--- src/rtl/unit_implication_queue.sv ---
// rtl/unit_implication_queue.sv - FIFO of unit implications with duplicate filtering and sticky conflict detection
`ifndef MAX_VARS_BITS
`define MAX_VARS_BITS 8
`endif

module unit_implication_queue #(
   parameter int DEPTH    = 8,
   parameter int VAR_BITS = `MAX_VARS_BITS
) (
   input  logic                       clock,
   input  logic                       reset,
   input  logic                       in_valid,
   input  logic                       in_unit,
   input  logic [VAR_BITS-1:0]        in_var,
   input  logic                       in_val,
   output logic                       in_ready,
   output logic                       out_valid,
   output logic [VAR_BITS-1:0]        out_var,
   output logic                       out_val,
   input  logic                       out_ready,
   input  logic                       flush,
   output logic                       conflict,
   output logic [VAR_BITS-1:0]        conflict_var,
   output logic [$clog2(DEPTH):0]     count
);
   localparam int PTR_W = $clog2(DEPTH);
   localparam int CNT_W = PTR_W + 1;

   logic [VAR_BITS-1:0] var_mem_q [DEPTH];
   logic [DEPTH-1:0]    val_mem_q;
   logic [PTR_W-1:0]    head_q, head_d, tail_q, tail_d;
   logic [CNT_W-1:0]    count_q, count_d;
   logic                conflict_q, conflict_d;
   logic [VAR_BITS-1:0] conflict_var_q, conflict_var_d;
   logic                push_hs, pop, wr_en, match_same, match_opp;
   logic [PTR_W-1:0]    offset;

   assign in_ready     = (count_q != CNT_W'(DEPTH)) & ~conflict_q;
   assign out_valid    = (count_q != '0) & ~conflict_q;
   assign out_var      = (count_q != '0) ? var_mem_q[head_q] : '0;
   assign out_val      = (count_q != '0) & val_mem_q[head_q];
   assign conflict     = conflict_q;
   assign conflict_var = conflict_var_q;
   assign count        = count_q;

   assign push_hs = in_valid & in_ready & in_unit;
   assign pop     = out_valid & out_ready;
   assign wr_en   = push_hs & ~match_same & ~match_opp & ~flush;

   // An entry is live when its distance from head is below count; the head counts even if it pops now.
   always_comb begin
      match_same = 1'b0;
      match_opp  = 1'b0;
      offset     = '0;
      for (int i = 0; i < DEPTH; i++) begin
         offset = PTR_W'(i) - head_q;
         if (({1'b0, offset} < count_q) && (var_mem_q[i] == in_var)) begin
            if (val_mem_q[i] == in_val) match_same = 1'b1;
            else                        match_opp  = 1'b1;
         end
      end
   end

   always_comb begin
      head_d         = head_q;
      tail_d         = tail_q;
      count_d        = count_q;
      conflict_d     = conflict_q;
      conflict_var_d = conflict_var_q;
      if (flush) begin
         head_d         = '0;
         tail_d         = '0;
         count_d        = '0;
         conflict_d     = 1'b0;
         conflict_var_d = '0;
      end else begin
         if (push_hs & match_opp) begin
            conflict_d     = 1'b1;
            conflict_var_d = in_var;
         end
         if (wr_en) tail_d = tail_q + PTR_W'(1);
         if (pop)   head_d = head_q + PTR_W'(1);
         if (wr_en & ~pop)      count_d = count_q + CNT_W'(1);
         else if (pop & ~wr_en) count_d = count_q - CNT_W'(1);
      end
   end

   always_ff @(posedge clock) begin
      if (wr_en) begin
         var_mem_q[tail_q] <= in_var;
         val_mem_q[tail_q] <= in_val;
      end
   end

   always_ff @(posedge clock or posedge reset) begin
      if (reset) begin
         head_q         <= '0;
         tail_q         <= '0;
         count_q        <= '0;
         conflict_q     <= 1'b0;
         conflict_var_q <= '0;
      end else begin
         head_q         <= head_d;
         tail_q         <= tail_d;
         count_q        <= count_d;
         conflict_q     <= conflict_d;
         conflict_var_q <= conflict_var_d;
      end
   end
endmodule

--- config.mk ---
export PLATFORM = sky130hd
export DESIGN_NAME = unit_implication_queue
export DESIGN_NICKNAME = d
export VERILOG_FILES = /design/src/rtl/unit_implication_queue.sv
export SDC_FILE = /design/constraint.sdc
export NUM_CORES = 1
export LEC_CHECK = 0
export CAP_MARGIN = 10
export CORE_UTILIZATION = 55
export DETAILED_ROUTE_END_ITERATION = 10
export MAX_ROUTING_LAYER = met4
export PLACE_DENSITY_LB_ADDON = 0.05
export SLEW_MARGIN = 20
export SYNTH_ARGS = -nofsm -noshare
export SYNTH_HDL_FRONTEND = slang
export SYNTH_SLANG_ARGS = --single-unit
--- constraint.sdc ---
create_clock -name clock -period 12.5 [get_ports clock]
set_input_delay 1.875 -clock clock [delete_from_list [all_inputs] [get_ports clock]]
set_output_delay 1.875 -clock clock [all_outputs]
set_load 0.05 [all_outputs]
# Word level (Yosys, flattened, before mapping)
# Memories as Yosys holds them, arrays and structs flattened.
# Index checks and enable logic that the tools add are counted.
op_classes:
  muxes: 51
  magnitude_cmp: 11
  eq_ne: 17
  reduce_logical: 14
  bitwise_logic: 18
  add_sub_neg: 12
ops:
  columns: ["cell", "count"]
  rows:
  - ["$eq 8x8->1", 8]
  - ["$mux 1", 38]
  - ["$lt 3x4->1", 8]
  - ["$mux 8", 3]
  - ["$and 1x1->1", 12]
  - ["$mux 3", 4]
  - ["$mux 4", 3]
  - ["$sub 3x3->3 const A", 4]
  - ["$logic_and 1x1->1", 9]
  - ["$bwmux 8", 1]
  - ["$eq 1x1->1", 8]
  - ["$lt 3x4->1 const B", 2]
  - ["$add 3x1->3 const B", 2]
  - ["$not 1->1", 6]
  - ["$reduce_bool 2->1", 3]
  - ["$sub 1x3->3 const A", 2]
  - ["$sub 2x3->3 const A", 2]
  - ["$add 4x1->4 const B", 1]
  - ["$ne 4x4->1 const B", 1]
  - ["$reduce_bool 4->1", 1]
  - ["$sub 4x1->4 const B", 1]
  - ["$bmux 1 s3", 1]
  - ["$demux 1 s3", 1]
  - ["$ge 3x1->1 const B", 1]
  - ["$reduce_bool 3->1", 1]
word_totals:
  out_inout_bits: 24
  n_memories: 1
  inputBits: 15
  ramBits: 64
  regBits: 27
  wordCells: 130
mem_list:
  columns: ["name", "depth", "width", "read_ports", "rd_ports_with_merged_regs", "write_ports", "line", "rtl"]
  rows:
  - ["var_mem_q", 8, 8, 9, 0, 1, "29", "logic [VAR_BITS-1:0] var_mem_q [DEPTH];"]

# Depth between registers and ports, before layout
# Gate-level depths: netlist of run 1.
logic_depth:
  depth_word: 27
  depth_mapped: 19
  ltp_nobuf: 17

# Worst setup path after synthesis of run 1
# Ideal clock, no wire load.
synth_timing:
  path_type: "input to register"
  start: "in in_var[6]"
  end: "reg count_q[3], in the netlist count[3]"
  t_required_ns: 12.375
  setup_slack_ns: 7.665
  stages: 14
  path_buffers: 1
  setup_ns: 0.125
  arrival_ns: 4.710
  cell_sequence: "buf_4 -> xor2_1 -> nor4_1 -> and3_1 -> nand3b_1 -> nand4b_2 -> or4_4 -> or3_1 -> ha_1 -> a21o_1 -> a21oi_1 -> nor2_1 -> mux2i_1 -> mux2_2"
synth_via:
  elab_chain_len: 24
  word_cells_on_any_way: 57
  classes_between: "eq/ne: 8; mux: 32; bitwise: 8; reduce/logical: 9"
synth_rtl:
  columns: ["item", "line", "rtl"]
  rows:
  - ["start, declared", "14", "input logic [VAR_BITS-1:0] in_var,"]
  - ["$eq 8x8->1", "57", "if (({1'b0, offset} < count_q) && (var_mem_q[i] == in_var)) begin"]
  - ["$logic_and 1x1->1", "57", null]
  - ["$mux 1", "57", null]
  - ["$mux 1", "58", "if (val_mem_q[i] == in_val) match_same = 1'b1;"]
  - ["$mux 1", "57", null]
  - ["$mux 1", "58", null]
  - ["$mux 1", "57", null]
  - ["$mux 1", "58", null]
  - ["[7 not listed]", null, null]
  - ["$mux 1", "58", null]
  - ["$mux 1", "57", null]
  - ["$not 1->1", "48", "assign wr_en = push_hs & ~match_same & ~match_opp & ~flush;"]
  - ["$and 1x1->1", "48", null]
  - ["$and 1x1->1 * (2 in series)", "48", null]
  - ["$and 1x1->1 / $not 1->1 (equally long branches)", "83, 84", null]
  - ["$mux 4 / $and 1x1->1 (equally long branches)", "83, 84", null]
  - ["$mux 4 / $reduce_bool 3->1 (equally long branches)", null, null]
  - ["end signal, assigned", "105", "count_q <= count_d;"]
  - ["end, declared", "32", "logic [CNT_W-1:0] count_q, count_d;"]
# Mark *: on every way between the ends. The rest lies on a longest branch, timed or not.
# A chain may end at the register's enable or synchronous reset.

# Worst setup path after layout of run 1
# Same ends and word-level chain as after synthesis.

==> results.sh, run 1 <==
export IMPL_io_pins=39
export IMPL_gr_usage_all_layers_pct=30.0
export IMPL_vias_per_cell=6.41
export IMPL_cts_tree="built"
export IMPL_antenna_found_initial=0
export IMPL_max_freq_mhz=177
export IMPL_power_total_mw=1.11
export IMPL_min_delay_start="conflict_var[4]"
export IMPL_p_leak_nw=2.05
export IMPL_numCtsBuffers=9
export IMPL_power_density_mw_per_mm2=190
export IMPL_setup_viol=0
export IMPL_worstPathArrival_ns=5.92
export IMPL_synth_top_family_by_area="XOR/XNOR gates"
export IMPL_finalHoldViolations=0
export IMPL_path_max_fanout=17
export IMPL_grt_max_degree=27
export IMPL_grt_busiest_layer="met2"
export IMPL_n_fill_cell=740
export IMPL_yosysTopAreaCellShare_pct=41.8
export IMPL_r2r_end="count[3]"
export IMPL_vias=3571
export IMPL_synthFlopType="edfxtp_1"
export IMPL_yosys_warnings=0
export IMPL_cts_sinks=91
export IMPL_drcViolationCount=0
export IMPL_use_met2_pct=47.7
export IMPL_synthSimpleGateAreaFrac_pct=12.0
export IMPL_worst_pin_slew_ns=1.08
export IMPL_period_share_pct=45.3
export IMPL_first_iter_violations=254
export IMPL_synth_cell_types=56
export IMPL_die_area_mm2=0.00980
export IMPL_clock_latency_ns=0.37
export IMPL_crit_path_top_delay_cell="clkdlybuf4s50_1"
export IMPL_path_buf_inv=1
export IMPL_grt_pass1_vias=3487
export IMPL_overflow=0
export IMPL_clockBufferDepth=2
export IMPL_synth_edff_count=72
export IMPL_clockRootBuffer="clkbuf_8"
export IMPL_core_region_area_mm2=0.00920
export IMPL_ant_nets=0
export IMPL_nNetsFinal=475
export IMPL_critical_path_top_delay_family="simple AND/OR/NAND/NOR gates"
export IMPL_post_cts_buffers=0
export IMPL_crit_chain="clkdlybuf4s50_1 -> xnor2_1 -> nand4_1 -> nor3_1 -> a21oi_1 -> o211ai_2 -> or4_4 -> or3_1 -> ha_1 -> a21o_1 -> a21oi_1 -> nor2_1 -> mux2i_1 -> mux2_2"
export IMPL_wl_per_cell_um=23.9
export IMPL_tns_ns=0
export IMPL_rrSetupSlack_ns=7.70
export IMPL_synth_adder_area_share_pct=4.50
export IMPL_end_kind="flop"
export IMPL_initial_utilization_pct=56.3
export IMPL_rr_worst_depth=18
export IMPL_critical_path_required_ns=12.76
export IMPL_grt_use_met3_pct=4.68
export IMPL_fin_crit_ns=5.66
export IMPL_netlist_area_mm2=0.00518
export IMPL_status="finished clean"
export IMPL_grt_pass1_wl_um=20500
export IMPL_slew_headroom_pct=27.9
export IMPL_setup_worst_path_end="count[3]"
export IMPL_skew_ns=0.00928
export IMPL_diodes=0
export IMPL_async_flop_share_pct=20.9
export IMPL_die_w_um=99.0
export IMPL_netlist_instances=411
export IMPL_rsz0062_at_grt="no"
export IMPL_cts_resized=0
export IMPL_row_count=35
export IMPL_cp_slowest_stage_delay_ns=0.99
export IMPL_start_kind="input port"
export IMPL_drv_slew=0
export IMPL_ys_ff_latch=91
export IMPL_drive_gt1_share_pct=13.2
export IMPL_hold_path_class="reg2reg"
export IMPL_die_h_um=99.0
export IMPL_syn_nets=444
export IMPL_maxCapViolCount=0
export IMPL_cts_hold_buffers=0
export IMPL_avgSynthCellArea_um2=12.6
export IMPL_crit_cells=14
export IMPL_worstReg2RegStart="head_q[1]"
export IMPL_cpMostUsedCell="a21oi_1"
export IMPL_synth_area_mux_share_pct=9.28
export IMPL_synth_largest_area_cell="edfxtp_1"
export IMPL_wl_um=13300
export IMPL_ys_top_cells_by_area="edfxtp_1 (42%), dfrtp_1 (9.2%), mux4_2 (7.8%)"
export IMPL_critPathLaunch="in_var[6]"
export IMPL_port_buffers=38
export IMPL_syn_to_final_growth_pct=12.8
export IMPL_clk_pin_slew_ns=0.10
export IMPL_gp_congestion=1.02
export IMPL_cts_htree_levels=3
export IMPL_ys_seq_area_share_pct=51.0
export IMPL_drt_first_pass_iters=5
export IMPL_globalRouteMet1Util_pct=39.3
export IMPL_hpwl_um=9330
export IMPL_synth_xor_area_share_pct=12.3
export IMPL_path_class="in2reg"
export IMPL_synth_compound_area_share_pct=7.45
export IMPL_ir_drop_uv=118
[how the worst min path moves through the flow]
| stage | to | cells past startpoint |
|---|---|---|
| 6_report | conflict_var[4] | 2 |
| 2_1_floorplan | tail_q[0] | 2 |
| 5_1_grt | conflict_var[0] | 2 |
| 4_1_cts | conflict_var[4] | 2 |
| 3_5_place_dp | conflict_var[4] | 2 |
| 3_3_place_gp | conflict_var[7] | 2 |
[where the power goes]
group          total (mW)  internal, mW  switching (mW)  leakage (nW)
clock network       0.224         0.112           0.112         0.106
registers           0.362         0.340          0.0219         0.908
logic               0.521         0.192           0.329          1.04
[per-layer routing]
layer,routed length [um],vias up
li1,-,1591
met1,5570,1765
met2,6500,185
met3,864,30
met4,400,0
met5,0,-
[tightest hold or removal path, cell delays in order (launching register included)]
cell and delay, ns:
dfrtp_1 0.39, o31ai_1 0.06, a21oi_1 0.06
[synthesized netlist by cell type, drive strengths merged, types with 3 or more instances]
| master | n |
|---|---|
| edfxtp | 72 |
| xor2 | 44 |
| xnor2 | 28 |
| nor2 | 26 |
| a21oi | 25 |
| nand2 | 23 |
| dfrtp | 19 |
| mux4 | 18 |
| ha | 17 |
| inv | 17 |
| nand4 | 15 |
| buf | 14 |
| nor4 | 8 |
| o31ai | 8 |
| clkbuf | 7 |
| nand3 | 7 |
| nor3 | 7 |
| nand3b | 5 |
| or3 | 5 |
| and3 | 4 |
| mux2 | 4 |
| a2111oi | 3 |
| a21o | 3 |
| mux2i | 3 |
| nand2b | 3 |
| o21ai | 3 |
[registers in the layout (all words and copies together) (netlist names)]
name	count
tail_q	3
conflict_var	8
var_mem_q	64
head_q	3
val_mem_q	8
conflict	1
count	4
[layout by cell type (no fill, tap or decap), types with 3 or more instances in the layout]
cell | netlist | final
edfxtp_1 | 72 | 72
xor2_1 | 44 | 44
clkdlybuf4s50_1 | 0 | 38
xnor2_1 | 27 | 27
a21oi_1 | 25 | 25
nand2_1 | 23 | 23
nor2_1 | 26 | 23
dfrtp_1 | 19 | 19
mux4_2 | 18 | 18
ha_1 | 17 | 17
inv_1 | 15 | 15
nand4_1 | 15 | 15
clkbuf_8 | 0 | 9
o31ai_1 | 8 | 8
nand3_1 | 6 | 6
nor4_1 | 5 | 5
nand3b_1 | 5 | 5
nor3_1 | 6 | 5
and3_1 | 4 | 4
or3_1 | 4 | 4
mux2_2 | 4 | 4
nand2b_1 | 3 | 3
o21ai_0 | 3 | 3
a21o_1 | 3 | 3
nor2_2 | 0 | 3
mux2i_1 | 3 | 3
buf_4 | 9 | 3
[kinds of logic (layout without fill, tap and decap cells)]
logic type,count (synthesis),count (layout)
AO/OA/AOI/OAI,56,56
XOR/XNOR,72,72
adder cells (fa/ha/maj),18,18
buffers and inverters,38,73
flip-flops,91,91
multiplexers,25,25
AND/OR/NAND/NOR,111,111
[final cells by class]
cell class              count  area, um^2  share of cell area (%)
clock buffers               9         124                    2.12
clock inverters             6        90.1                    1.54
inverters                  17        63.8                    1.09
multi-input cells         282        2380                    40.8
flip-flops and latches     91        2640                    45.2
well taps                 111         139                    2.38
repair buffers             41         403                    6.90
[per-stage QoR]
stage	instances	util [%]	setup slack (ns)	area [um^2]	hold slack (ns)
3_5_place_dp	542	61.1	6.48	5620	0.531
4_1_cts	557	63.5	6.88	5840	0.543
2_1_floorplan	411	-	7.66	5180	0.558
6_report	557	63.5	6.84	5840	0.544
3_3_place_gp	542	61.1	6.48	5620	0.522
5_1_grt	557	63.5	6.64	5840	0.574
Note: power is estimated with default switching activity, not from simulation.
==> inputs of run 2 (changes only) <==
- clock period: 12.5 -> 5.8 ns (I/O delays scaled with it)
==> results.sh, run 2 (synthesis results as in run 1) <==
export IMPL_worst_pin_slew_ns=0.951
export IMPL_die_w_um=99.0
export IMPL_path_class="reg2reg"
export IMPL_diodes=0
export IMPL_drt_first_pass_iters=4
export IMPL_skew_ns=0.00892
export IMPL_fin_crit_ns=4.74
export IMPL_final_cell_mix="edfxtp_1 (72), xor2_1 (44), clkdlybuf4s50_1 (38)"
export IMPL_final_cell_count_no_fill=570
export IMPL_clockRootBuffer="clkbuf_8"
export IMPL_cts_sinks=91
export IMPL_max_freq_mhz=211
export IMPL_rsz0062_at_grt="no"
export IMPL_placed_cells=554
export IMPL_power_density_mw_per_mm2=396
export IMPL_tns_ns=0
export IMPL_first_iter_violations=229
export IMPL_core_region_area_mm2=0.00920
export IMPL_syn_to_final_growth_pct=14.1
export IMPL_gr_usage_all_layers_pct=29.7
export IMPL_numCtsBuffers=9
export IMPL_vias_per_cell=6.23
export IMPL_cts_tree="built"
export IMPL_drv_slew=0
export IMPL_hold_path_class="reg2reg"
export IMPL_status="finished clean"
export IMPL_end_kind="flop"
export IMPL_gp_congestion=0.958
export IMPL_largest_register="var_mem_q"
export IMPL_die_area_mm2=0.00980
export IMPL_clock_latency_ns=0.37
export IMPL_start_kind="flop"
export IMPL_hpwl_um=9250
export IMPL_period_share_pct=81.7
export IMPL_initial_utilization_pct=56.3
export IMPL_maxCapViolCount=0
export IMPL_p_leak_nw=2.10
export IMPL_clk_pin_slew_ns=0.10
export IMPL_finalHoldViolations=0
export IMPL_slew_headroom_pct=36.1
export IMPL_wl_per_cell_um=22.9
export IMPL_grt_pass1_wl_um=20200
export IMPL_post_cts_buffers=0
export IMPL_critical_path_required_ns=6.06
export IMPL_drcViolationCount=0
export IMPL_largest_reg_flops=64
export IMPL_antenna_found_initial=0
export IMPL_row_count=35
export IMPL_final_common_cell="edfxtp_1"
export IMPL_worstReg2RegStart="head_q[1]"
export IMPL_clockBufferDepth=2
export IMPL_setup_viol=0
export IMPL_drive_gt1_share_pct=14.8
export IMPL_ir_drop_uv=322
export IMPL_cts_hold_buffers=0
export IMPL_vias=3550
export IMPL_grt_max_degree=27
export IMPL_ant_nets=0
export IMPL_cts_htree_levels=3
export IMPL_cts_resized=0
export IMPL_grt_pass1_vias=3490
export IMPL_port_buffers=38
export IMPL_worstPathArrival_ns=5.00
export IMPL_overflow=0
export IMPL_min_delay_start="conflict_var[3]"
export IMPL_die_h_um=99.0
export IMPL_wl_um=13000
export IMPL_critPathLaunch="head_q[1]"
export IMPL_path_max_fanout=17
export IMPL_nNetsFinal=487
export IMPL_io_pins=39
run 2: worst max-delay path: stages, from the launching register on:
cell	delay (ns)
dfrtp_1	0.38
buf_4	0.22
inv_1	0.36
ha_1	0.24
xor2_1	0.23
inv_1	0.08
ha_1	0.27
inv_1	0.04
o31a_1	0.30
a21oi_1	0.18
o211ai_2	0.18
or4_4	0.59
or3_1	0.38
ha_1	0.29
a21o_1	0.18
a21oi_1	0.18
nor2_1	0.06
mux2i_1	0.14
mux2_2	0.34
run 2: worst paths after layout:
path | end | slack [ns] | cells after the start
min in group asynchronous | tail_q[2] | 0.91 | 2
max in group asynchronous | head_q[1] | 4.44 | 2
worst max register to register | count[3] | 1.06 | 18
worst max-delay path | count[3] | 1.06 | 18
worst min register to register | conflict_var[3] | 0.54 | 2
worst min-delay path | conflict_var[3] | 0.54 | 2
run 2: final cells by class:
| class | count | area (um^2) |
|---|---|---|
| clock buffer | 9 | 124 |
| clock inverter | 7 | 80.1 |
| fill | 734 | 3290 |
| inverter | 17 | 63.8 |
| multi-input combinational | 282 | 2370 |
| sequential | 91 | 2640 |
| tap | 111 | 139 |
| timing repair buffer | 53 | 493 |
run 2: layer usage:
metal  global-route usage (%)  vias up  part of all wire, %
li1                         -     1615                    -
met1                     39.6     1773                   44
met2                     46.3      140                   48
met4                     9.99        0                  2.5
met5                        -        -                    0
met3                     5.04       22                  5.4
run 2: per-stage QoR:
step	hold WS, ns	power (mW)	area [um^2]	setup slack (ns)	utilization (%)
6_report	0.540	2.34	5910	1.06	64.2
3_3_place_gp	0.526	1.91	5700	0.766	62.0
5_1_grt	0.581	2.45	5910	0.743	64.2
2_1_floorplan	0.558	1.57	5180	1.03	-
3_5_place_dp	0.530	1.91	5700	0.769	62.0
4_1_cts	0.545	2.35	5910	1.06	64.2
run 2: power breakdown:
group	leakage, nW	total, mW	switching (mW)	internal, mW
clock	0.0998	0.439	0.267	0.172
combinational	1.10	1.12	0.700	0.417
sequential	0.908	0.782	0.0486	0.733
